`config.mk`:
```
export PLATFORM = sky130hd
export DESIGN_NAME = mem_access_unit
export DESIGN_NICKNAME = d
export VERILOG_FILES = /design/src/rtl/mem_access_unit.sv
export SDC_FILE = /design/constraint.sdc
export NUM_CORES = 1
export LEC_CHECK = 0
export ABC_AREA = 0
export CAP_MARGIN = 40
export CORE_MARGIN = 2
export CORE_UTILIZATION = 45
export DETAILED_ROUTE_END_ITERATION = 7
export PLACE_DENSITY_LB_ADDON = 0.08
export SETUP_SLACK_MARGIN = 0.02
export SLEW_MARGIN = 20
export SYNTH_ARGS = -nofsm -noshare
export SYNTH_HDL_FRONTEND = slang
export SYNTH_SLANG_ARGS = --single-unit
```
`constraint.sdc`:
```
create_clock -name io_clk -period 4.1 [get_ports io_clk]
set_input_delay 1.025 -clock io_clk [delete_from_list [all_inputs] [get_ports io_clk]]
set_output_delay 1.025 -clock io_clk [all_outputs]
set_load 0.005 [all_outputs]
```
`src/rtl/mem_access_unit.sv`:
```
// Load/store front end for the 1024x32 data RAM: turns byte/half/word accesses into
// word-wide RAM cycles with sign/zero extension, read-modify-write and alignment checks.
module mem_access_unit #(
    parameter int ADDR_W = 10
) (
    input  logic              io_clk,
    input  logic              io_reset,
    input  logic              io_req_valid,
    output logic              io_req_ready,
    input  logic              io_req_we,
    input  logic [1:0]        io_req_size,
    input  logic              io_req_signed,
    input  logic [31:0]       io_req_addr,
    input  logic [31:0]       io_req_wdata,
    output logic              io_resp_valid,
    output logic [31:0]       io_resp_rdata,
    output logic              io_resp_err,
    output logic              io_ram_we,
    output logic [ADDR_W-1:0] io_ram_addra,
    output logic [31:0]       io_ram_dina,
    input  logic [31:0]       io_ram_douta
);

    typedef enum logic [2:0] {IDLE, RD0, RD1, WR, RESP} state_t;

    state_t      state, state_nxt;
    logic        lat_we;
    logic [1:0]  lat_size;
    logic        lat_signed;
    logic [1:0]  lat_addr;
    logic [31:0] lat_wdata;
    logic [31:0] word_q;
    logic        accept;
    logic        req_err;
    logic [31:0] load_result;
    logic [31:0] merged_word;
    logic [7:0]  byte_sel;
    logic [15:0] half_sel;

    // Address bits above the RAM word address alias onto the same word.
    logic unused_addr_bits;
    assign unused_addr_bits = ^io_req_addr[31:ADDR_W+2];

    assign accept = (state == IDLE) && io_req_valid;

    always_comb begin
        req_err = 1'b0;
        case (io_req_size)
            2'b01:   req_err = io_req_addr[0];
            2'b10:   req_err = |io_req_addr[1:0];
            2'b11:   req_err = 1'b1;
            default: req_err = 1'b0;
        endcase
    end

    // Load data is taken straight from the RAM port in RD1, the cycle it becomes valid.
    always_comb begin
        byte_sel    = io_ram_douta[{lat_addr, 3'b000} +: 8];
        half_sel    = io_ram_douta[{lat_addr[1], 4'b0000} +: 16];
        load_result = io_ram_douta;
        case (lat_size)
            2'b00:   load_result = {{24{lat_signed & byte_sel[7]}}, byte_sel};
            2'b01:   load_result = {{16{lat_signed & half_sel[15]}}, half_sel};
            default: load_result = io_ram_douta;
        endcase
    end

    always_comb begin
        merged_word = word_q;
        case (lat_size)
            2'b00:   merged_word[{lat_addr, 3'b000} +: 8] = lat_wdata[7:0];
            2'b01:   merged_word[{lat_addr[1], 4'b0000} +: 16] = lat_wdata[15:0];
            default: merged_word = lat_wdata;
        endcase
    end

    always_comb begin
        state_nxt     = state;
        io_req_ready  = 1'b0;
        io_resp_valid = 1'b0;
        io_ram_we     = 1'b0;
        io_ram_dina   = '0;
        case (state)
            IDLE: begin
                io_req_ready = 1'b1;
                if (io_req_valid) begin
                    if (req_err)
                        state_nxt = RESP;
                    else if (io_req_we && io_req_size == 2'b10)
                        state_nxt = WR;
                    else
                        state_nxt = RD0;
                end
            end
            RD0:  state_nxt = RD1;
            RD1:  state_nxt = lat_we ? WR : RESP;
            WR: begin
                io_ram_we   = 1'b1;
                io_ram_dina = merged_word;
                state_nxt   = RESP;
            end
            RESP: begin
                io_resp_valid = 1'b1;
                state_nxt     = IDLE;
            end
            default: state_nxt = IDLE;
        endcase
    end

    // The RAM address is loaded once at accept and simply held through RD0/RD1/WR.
    always_ff @(posedge io_clk) begin
        if (!io_reset) begin
            state         <= IDLE;
            lat_we        <= 1'b0;
            lat_size      <= '0;
            lat_signed    <= 1'b0;
            lat_addr      <= '0;
            lat_wdata     <= '0;
            word_q        <= '0;
            io_resp_rdata <= '0;
            io_resp_err   <= 1'b0;
            io_ram_addra  <= '0;
        end else begin
            state <= state_nxt;
            if (accept) begin
                lat_we      <= io_req_we;
                lat_size    <= io_req_size;
                lat_signed  <= io_req_signed;
                lat_addr    <= io_req_addr[1:0];
                lat_wdata   <= io_req_wdata;
                io_resp_err <= req_err;
                if (!req_err)
                    io_ram_addra <= io_req_addr[ADDR_W+1:2];
            end
            if (state == RD1) begin
                word_q <= io_ram_douta;
                if (!lat_we)
                    io_resp_rdata <= load_result;
            end
            if (state == RESP) begin
                io_resp_rdata <= '0;
                io_resp_err   <= 1'b0;
            end
        end
    end

endmodule

```
==> results_dict.tcl <==
set metrics [dict create \
    fmax_ghz 0.2576 \
    fin_setup_tns_ns 0 \
    synthAdderAreaFrac_pct 1.008 \
    clock_path_buffers 2 \
    cts_resized 0 \
    io_pins 181 \
    first_pass_iters 6 \
    min_from "io_resp_err$_SDFFE_PP0P_" \
    synthSimpleGateAreaFrac_pct 21.22 \
    cts-htree-levels 4 \
    die_w_um 121.4 \
    diodes 0 \
    final.setup.worst_slack_ns 0.2187 \
    cts_hold_buf 0 \
    ys_warn_count 0 \
    finalSetupViolCount 0 \
    drv_slew 0 \
    grt_pass1_wl_um 30840 \
    grtUsageTotal_pct 26.48 \
    arrival_ns 2.86 \
    p_seq_share_pct 37.0 \
    path_clk_slew_ns 0.05 \
    p_clk_share_pct 48.2 \
    p_per_area_mw_per_mm2 397.3 \
    nFillCells 1207 \
    synthCells 789 \
    status "finished, final reports clean" \
    antenna_found_initial 0 \
    required_ns 3.07 \
    switchingPower_uw 858.2 \
    area_growth_pct 36.63 \
    cts-root-buf "clkbuf_16" \
    yosysSeqAreaShare_pct 37.43 \
    internal-power_mw 2.509 \
    period_share_pct 94.67 \
    yosys_most_used_dff "dfxtp_1" \
    min_delay_path_depth 2 \
    core-area_mm2 0.01335 \
    synth_compound_area_share_pct 29.97 \
    clock_sinks 116 \
    power.leakage_nw 2.929 \
    combPwrFrac_pct 14.8 \
    die_area_mm2 0.01474 \
    hold_viol 0 \
    async_flop_share_pct 0 \
    vdd_drop_max_v 0.0002768 \
    netSwitchingFraction_pct 25.48 \
    routed-via-count 6329 \
    synth_xor_area_share_pct 0 \
    holdPathEnd "io_resp_err$_SDFFE_PP0P_" \
    r2r_slack_ns 1.98 \
    clock_latency_ns 0.42 \
    die_h_um 121.4 \
    fin_nets 1016 \
    r2r_cells 4 \
    gp_congestion 0.9018 \
    post_cts_buffers 0 \
    r2r-end "io_resp_rdata[11]$_SDFFE_PP0P_" \
    wl_per_cell_um 17.75 \
    ys_types 46 \
    regToRegStartpoint "state[1]$_SDFFE_PN0P_" \
    drtAntennaViolNets 0 \
    start_util_pct 46.48 \
    start_kind "flop" \
    synth_seq_cells 116 \
    std_cell_rows 42 \
    grt_setup_unrepaired "false" \
    wirelength_um 19470 \
    tightest_slew_ns 0.8756 \
    netlist_area_mm2 0.006203 \
    synth_mux_area_share_pct 4.336 \
    hold_path_class "flop to flop" \
    synth_top_family_by_area "compound AO/OA/AOI/OAI gates" \
    grt_pass1_vias 6004 \
    min_period_ns 3.881 \
    grt_start_max_net_pins 92 \
    drive_gt1_share_pct 8.252 \
    critPathMaxFanout 10 \
    worst-setup-path-type "flop to output port" \
    drt-initial-drc-count 485 \
    cp-end-kind "output port" \
    numCtsBuffers 17 \
    synth-edff-count 0 \
    clock_skew_ns 0.005962 \
    hpwl_um 13800 \
    dpl_worst_slack_ns 0.5216 \
    drcViolationCount 0 \
    synth_nets 897 \
    viasPerCell 5.769 \
    maxCapViolations 0 \
    cts_tree "yes" \
    synth_area_per_cell_um2 7.862 \
    max_slew_margin_pct 41.63 \
    grt_overflow_total 0 \
    numPortBuffers 160 \
]
==> routing by layer <==
metal / wire length (µm) / global-route usage (%) / vias to the layer above / part of all wire (%)
met5: 0 / 0 / - / 0
met4: 596 / 10.99 / 0 / 3.1
met3: 1526 / 6.767 / 50 / 7.8
met2: 8641 / 39.75 / 280 / 44
met1: 8709 / 36.11 / 2923 / 45
li1: - / - / 3076 / -
==> power groups by stage <==
stage	Combinational (mW)	Sequential, mW	Clock, mW
4_1_cts	0.495	1.24	1.64
5_1_grt	0.544	1.25	1.70
6_report	0.498	1.25	1.62
3_5_place_dp	0.491	1.27	0
2_1_floorplan	0.309	1.23	0
3_3_place_gp	0.477	1.27	0
==> cell usage in the layout (no fill, tap or decap), types with 5 or more instances in the layout <==
cell type	instances
mux2i_1	10
clkbuf_16	17
o211ai_1	7
nor2_1	10
mux2_2	15
o22ai_1	25
nor3_1	20
inv_1	7
clkdlybuf4s50_1	159
a32o_1	16
a221oi_1	16
nand2b_1	11
a21boi_0	67
o21ai_0	42
a21oi_1	75
nand3b_1	15
bufinv_16	5
nor2b_1	11
a221o_1	8
a311oi_1	8
dfxtp_1	114
nand3_1	12
buf_4	16
and2_1	15
nand2_1	173
ha_1	5
==> stage by stage <==
| step | power, mW | cells | util (%) | cell area [µm²] | hold slack [ns] |
|---|---|---|---|---|---|
| 2_1_floorplan | 1.543 | 789 | - | 6203 | 0.4344 |
| 3_3_place_gp | 1.742 | 1062 | 58.41 | 7796 | 0.4515 |
| 3_5_place_dp | 1.758 | 1065 | 58.63 | 7826 | 0.4484 |
| 4_1_cts | 3.379 | 1097 | 63.49 | 8474 | 0.4568 |
| 5_1_grt | 3.499 | 1097 | 63.50 | 8476 | 0.4889 |
| 6_report | 3.368 | 1097 | 63.50 | 8476 | 0.4575 |
==> Yosys cell counts, types with 2 or more instances <==
| library cell | count | area, µm² |
|---|---|---|
| ha_1 | 5 | 62.56 |
| mux2_2 | 15 | 168.9 |
| nand3_1 | 12 | 60.06 |
| a31oi_1 | 2 | 12.51 |
| a21oi_1 | 75 | 375.4 |
| nor2b_1 | 11 | 68.82 |
| nand2_1 | 173 | 649.4 |
| a221o_1 | 8 | 80.08 |
| o22ai_1 | 25 | 156.4 |
| and4_1 | 2 | 17.52 |
| o21ai_0 | 43 | 215.2 |
| nor3_1 | 20 | 100.1 |
| a21boi_0 | 67 | 503.0 |
| nor2_1 | 10 | 37.54 |
| clkbuf_1 | 49 | 183.9 |
| o211ai_1 | 7 | 52.55 |
| or2_2 | 2 | 12.51 |
| nand2b_1 | 11 | 68.82 |
| buf_1 | 2 | 7.510 |
| a21boi_1 | 4 | 30.03 |
| a311oi_1 | 8 | 70.07 |
| a32o_1 | 16 | 160.2 |
| and2_1 | 15 | 93.84 |
| a221oi_1 | 16 | 140.1 |
| inv_1 | 7 | 26.28 |
| nand3b_1 | 15 | 112.6 |
| buf_4 | 7 | 52.55 |
| o21ai_1 | 2 | 10.01 |
| buf_2 | 19 | 95.09 |
| dfxtp_1 | 116 | 2322 |
| mux2i_1 | 10 | 100.1 |
==> worst max path at each step <==
stage                             startpoint         endpoint  slack (ns)  cells past startpoint
floorplan           lat_addr[1]$_SDFFE_PN0P_  io_ram_dina[16]        0.88                      9
global placement    lat_addr[0]$_SDFFE_PN0P_  io_ram_dina[24]        0.60                      7
detailed placement  lat_addr[0]$_SDFFE_PN0P_  io_ram_dina[24]        0.52                      8
CTS                 lat_addr[0]$_SDFFE_PN0P_  io_ram_dina[24]        0.07                      8
global route        lat_addr[0]$_SDFFE_PN0P_  io_ram_dina[24]        0.12                      8
finish              lat_addr[0]$_SDFFE_PN0P_  io_ram_dina[24]        0.22                      8
==> critical path: stages (launching register included) <==
cell             delay [ns]
dfxtp_2                0.46
inv_1                  0.16
ha_1                   0.26
nor2_1                 0.18
nor4b_2                0.24
buf_4                  0.20
a221oi_1               0.08
nor3_1                 0.30
clkdlybuf4s50_1        0.57
==> logic make-up after synthesis <==
kind of cell / Yosys count
buffers and inverters: 86
multiplexers: 25
flip-flops: 116
AO/OA/AOI/OAI: 278
AND/OR/NAND/NOR: 279
adder cells (fa/ha/maj): 5
==> area by class of cell <==
type                       instances  area (µm²)  area share (%)
multi-input combinational        587        3513           41.45
clock inverter                    14       209.0           2.465
tap                              176       220.2           2.598
sequential                       116        2325           27.43
timing repair buffer             178        1739           20.52
inverter                           8       30.03          0.3543
clock buffer                      18       439.2           5.182
==> registers in the layout (all words and copies together), names as in the netlist <==
| register | flops |
|---|---|
| io_resp_err | 1 |
| io_ram_addra | 10 |
| lat_signed | 1 |
| lat_size | 2 |
| lat_wdata | 32 |
| lat_addr | 2 |
| io_resp_rdata | 32 |
| word_q | 32 |
| lat_we | 1 |
| state | 3 |
Note: power is estimated with default switching activity, not from simulation.
==> RTL edit 1, RTL diff (same settings) <==
Change the parameter `ADDR_W` from 10 to 11.
--- a/src/rtl/mem_access_unit.sv
+++ b/src/rtl/mem_access_unit.sv
@@ -1,7 +1,7 @@
 // Load/store front end for the 1024x32 data RAM: turns byte/half/word accesses into
 // word-wide RAM cycles with sign/zero extension, read-modify-write and alignment checks.
 module mem_access_unit #(
-    parameter int ADDR_W = 10
+    parameter int ADDR_W = 11
 ) (
     input  logic              io_clk,
     input  logic              io_reset,
Ports: changed (resized io_ram_addra); port bits go from 181 to 182. The function was not compared with the original's and may differ.
==> RTL edit 1 against the unedited design <==
  * Power increased by 0.25%
  * Final cell count up 0.73%
  * Fmax shrank 0.65%
  * Count of clock-buffer cells in the layout is 4 higher
  * Cell area up 0.69%
  * Sequential cell count increased by 1
  * Critical path depth is 3 lower
  * Via count is 1.8% higher
  * Wire length grew 7.7%
  * Setup slack worse by 0.025 ns
  * Worst hold slack improved by 0.0050 ns
  * Synthesized area rose by 0.54%
  * Highest routed layer unchanged
==> RTL edit 1: results (changes against the unedited design) <==
stage,metric,value,unit,change
placed_design,gp_congestion,0.901,,about the same
synth,ys_seq_area_share,37.6,%,+0.12 points
power_and_ir_drop,share_comb_of_total_power,15.0,%,+0.2 points
power_and_ir_drop,switching_share,25.2,%,-0.25 points
setup_path,r2r_cells,5,,+1
synth,synthAdderAreaFrac,1.00,%,-0.0055 points
setup_path,max_stage_delay,0.61,ns,+0.04 ns
global_route,grt.met2_usage,44.7,%,+4.9 points
sta,skew,0.00633,ns,+0.000367 ns
sta,holdWs,0.462,ns,+0.00497 ns
setup_path,crit_end,io_ram_dina[17],,
detailed_routing,wl_met3,1650,um,+8.1%
detailed_routing,wl_met2,9750,um,+13%
setup_path,rr_startpoint,lat_size[1],,
cells_and_area,area_delta_synth_final,36.8,%,
outcome,status,"finished, final reports clean",,
cells_and_area,nMultiInputCombCells,590,,+0.51%
synth,synth_area_leaders,"dfxtp_1, nand2_1, a21boi_0, a21oi_1, o21ai_0",,
cells_and_area,n_all_buffers,180,,+1.1%
cells_and_area,n_clock_buffer,22,,+4
cells_and_area,seqCellArea,2340,um^2,+0.86%
power_and_ir_drop,vdd_drop_max,0.000342,V,+23%
power_and_ir_drop,p_seq_share,37.4,%,+0.4 points
detailed_routing,wl_met1,9140,um,+4.9%
cells_and_area,buf_share,20.7,%,+0.14 points
detailed_routing,dr.pass1.iters,5,,-1
placed_design,dp_hpwl,14900,um,+8.0%
cells_and_area,drive_gt1_share,8.32,%,+0.072 points
-- RTL edit 1: cell types whose count changed in the layout (fill, tap and decap cells not counted), sizes merged, moves of 2 or more --
cell           delta
clkbuf            +4
clkinvlp          -3
clkdlybuf4s50     +2
clkinv            -2
-- RTL edit 1: worst min-delay path by stage --
stage | from | endpoint | cells after the start
2_1_floorplan | lat_wdata[22] | lat_wdata[22] | 2
3_3_place_gp | lat_wdata[22] | lat_wdata[22] | 2
3_5_place_dp | lat_wdata[22] | lat_wdata[22] | 2
4_1_cts | lat_wdata[22] | lat_wdata[22] | 2
5_1_grt | lat_wdata[21] | lat_wdata[21] | 2
6_report | lat_wdata[22] | lat_wdata[22] | 2
-- RTL edit 1: per-stage QoR --
step | cells | setup WS [ns] | util (%)
after CTS | 1104 | 0.111 | 62.1
final | 1105 | 0.193 | 62.2
after floorplan | 793 | 0.877 | -
after detailed placement | 1074 | 0.550 | 57.5
after global routing | 1105 | 0.0680 | 62.2
after global placement | 1071 | 0.647 | 57.2
==> RTL edit 2, RTL diff (config.mk and constraints unchanged) <==
Without the edit above. Encoding of `state_t`: now one-hot (5 bits for 5 states).
--- a/src/rtl/mem_access_unit.sv
+++ b/src/rtl/mem_access_unit.sv
@@ -21,7 +21,7 @@
     input  logic [31:0]       io_ram_douta
 );
 
-    typedef enum logic [2:0] {IDLE, RD0, RD1, WR, RESP} state_t;
+    typedef enum logic [4:0] {IDLE = 5'b00001, RD0 = 5'b00010, RD1 = 5'b00100, WR = 5'b01000, RESP = 5'b10000} state_t;
 
     state_t      state, state_nxt;
     logic        lat_we;
Function: no difference found for any inputs over 4 cycles, from zero or initial values and one cycle with io_reset low; so few cycles prove little.
==> RTL edit 2 against the unedited design <==
  * Via count grew 2.8%
  * Setup slack worse by 0.071 ns
  * Wire length is 5.0% higher
  * Largest cell class unchanged
  * Sequential cell count grew 2
  * Synthesized area decreased by 0.99%
  * Power shrank 7.0%
  * Die area fell by 0.95%
  * Cell area is 0.61% lower
  * Highest routed layer unchanged
==> RTL edit 2: results (changes against the unedited design) <==
stage,metric,value,unit,change
worst_hold_path,hp-start,lat_wdata[22],,
placed_design,post-place-ws,0.347,ns,-0.174 ns
sta,tightestPinTransition,0.740,ns,-0.136 ns
placed_design,dp_hpwl,14700,um,+6.7%
global_route,grt_pass1_vias,6146,,+2.4%
cells_and_area,fillers,1195,,-0.99%
global_route,grt.met2_usage,44.4,%,+4.7 points
placed_design,dp_cells,1091,,+2.4%
global_route,use_met3,6.60,%,-0.16 points
sta,skew,0.00834,ns,+0.00238 ns
synth,synth.avg_cell_area,7.63,um^2,-3.0%
synth,synth_cell_types,53,,+15%
synth,yosys-top-cells-count,"nand2_1, dfxtp_1, a21oi_1, o21ai_0, clkbuf_1",,
outcome,status,"finished, final reports clean",,
global_route,grt_max_degree,72,,-22%
detailed_routing,dr.pass1.iters,6,,unchanged
synth,synth_area_leaders,"dfxtp_1, nand2_1, a21oi_1, a221oi_1, o22ai_1",,
cells_and_area,drive_gt1_share,10.1,%,+1.9 points
detailed_routing,routedWlPerCell,18.2,um,+2.4%
detailed_routing,wl_met1,8830,um,+1.3%
global_route,gr-usage-all-layers,28.0,%,+1.5 points
synth,ys_seq_area_share,38.5,%,+1.0 points
detailed_routing,drt_iter0_drc,644,,+33%
power_and_ir_drop,vdd_drop_max,0.000291,V,+5.1%
placed_design,portBuffers,160,,unchanged
setup_path,rr_startpoint,state[1],,
power_and_ir_drop,p_leak,0.00298,uW,+1.6%
detailed_routing,postRouteWirelength,20400,um,+5.0%
cells_and_area,final_nets,1045,,+2.9%
global_route,use_met1,36.9,%,+0.80 points
clock_network,cts_resized,1,,+1
clock_network,htreeDepth,4,,unchanged
power_and_ir_drop,internal-power,2320,uW,-7.4%
placed_design,place_area,7790,um^2,-0.50%
detailed_routing,vias,6508,,+2.8%
synth,synth_nets,913,,+1.8%
global_route,grt_pass1_wl,31900,um,+3.4%
detailed_routing,wl_met2,9540,um,+10%
setup_path,critPathLaunch,lat_addr[1],,
detailed_routing,wl_met3,1560,um,+2.0%
setup_path,path_max_fanout,60,,+50
placed_design,gp_congestion,0.889,,-1.4%
==> RTL edit 2: changes by cell type after synthesis, moves of 9 or more <==
cell,before,now
a22o_1,0,10
a32o_1,16,0
a21boi_0,67,0
clkbuf_1,49,34
a21oi_2,0,10
a21oi_1,75,116
a221oi_1,16,25
nand3b_1,15,2
nor2_1,10,24
nand2_1,173,189
==> RTL edit 2: final timing paths <==
path / endpoint / slack, ns / depth (start not counted)
max reg2reg: io_resp_rdata[11] / 1.96 / 6
min reg2reg: lat_wdata[22] / 0.45 / 2
max: io_ram_dina[27] / 0.15 / 8
min: lat_wdata[22] / 0.45 / 2
==> RTL edit 2: cell families after synthesis <==
group,synth area share [%]
compound gates,29.6
simple gates,22.6
xor+xnor,0.143
mux,1.79
flops,38.5
buf+inv,6.40
fa+ha+maj,1.02
==> RTL edit 2: area by class of cell <==
cell class / count / area, um^2 / share of cell area (%)
Clock buffer: 24 / 522 / 6.19
Multi-Input combinational cell: 600 / 3390 / 40.2
Tap cell: 176 / 220 / 2.61
Inverter: 17 / 67.6 / 0.802
Timing Repair Buffer: 183 / 1790 / 21.3
Sequential cell: 118 / 2360 / 28.1
Clock inverter: 6 / 66.3 / 0.787
==> RTL edit 2: power groups by stage <==
| stage | sequential, uW | combinational, uW | clock [uW] |
|---|---|---|---|
| after global routing | 1240 | 484 | 1550 |
| after global placement | 1250 | 424 | 0 |
| after CTS | 1230 | 433 | 1490 |
| final | 1230 | 439 | 1460 |
| after detailed placement | 1260 | 431 | 0 |
| after floorplan | 1230 | 265 | 0 |
==> RTL edit 2: critical path, stage by stage (launching register included) <==
cell,delay [ns]
dfxtp_2,0.35
buf_12,0.27
ha_1,0.25
clkinvlp_4,0.20
nor4b_4,0.38
buf_4,0.20
a221oi_1,0.08
nor3_1,0.22
clkdlybuf4s50_1,0.56
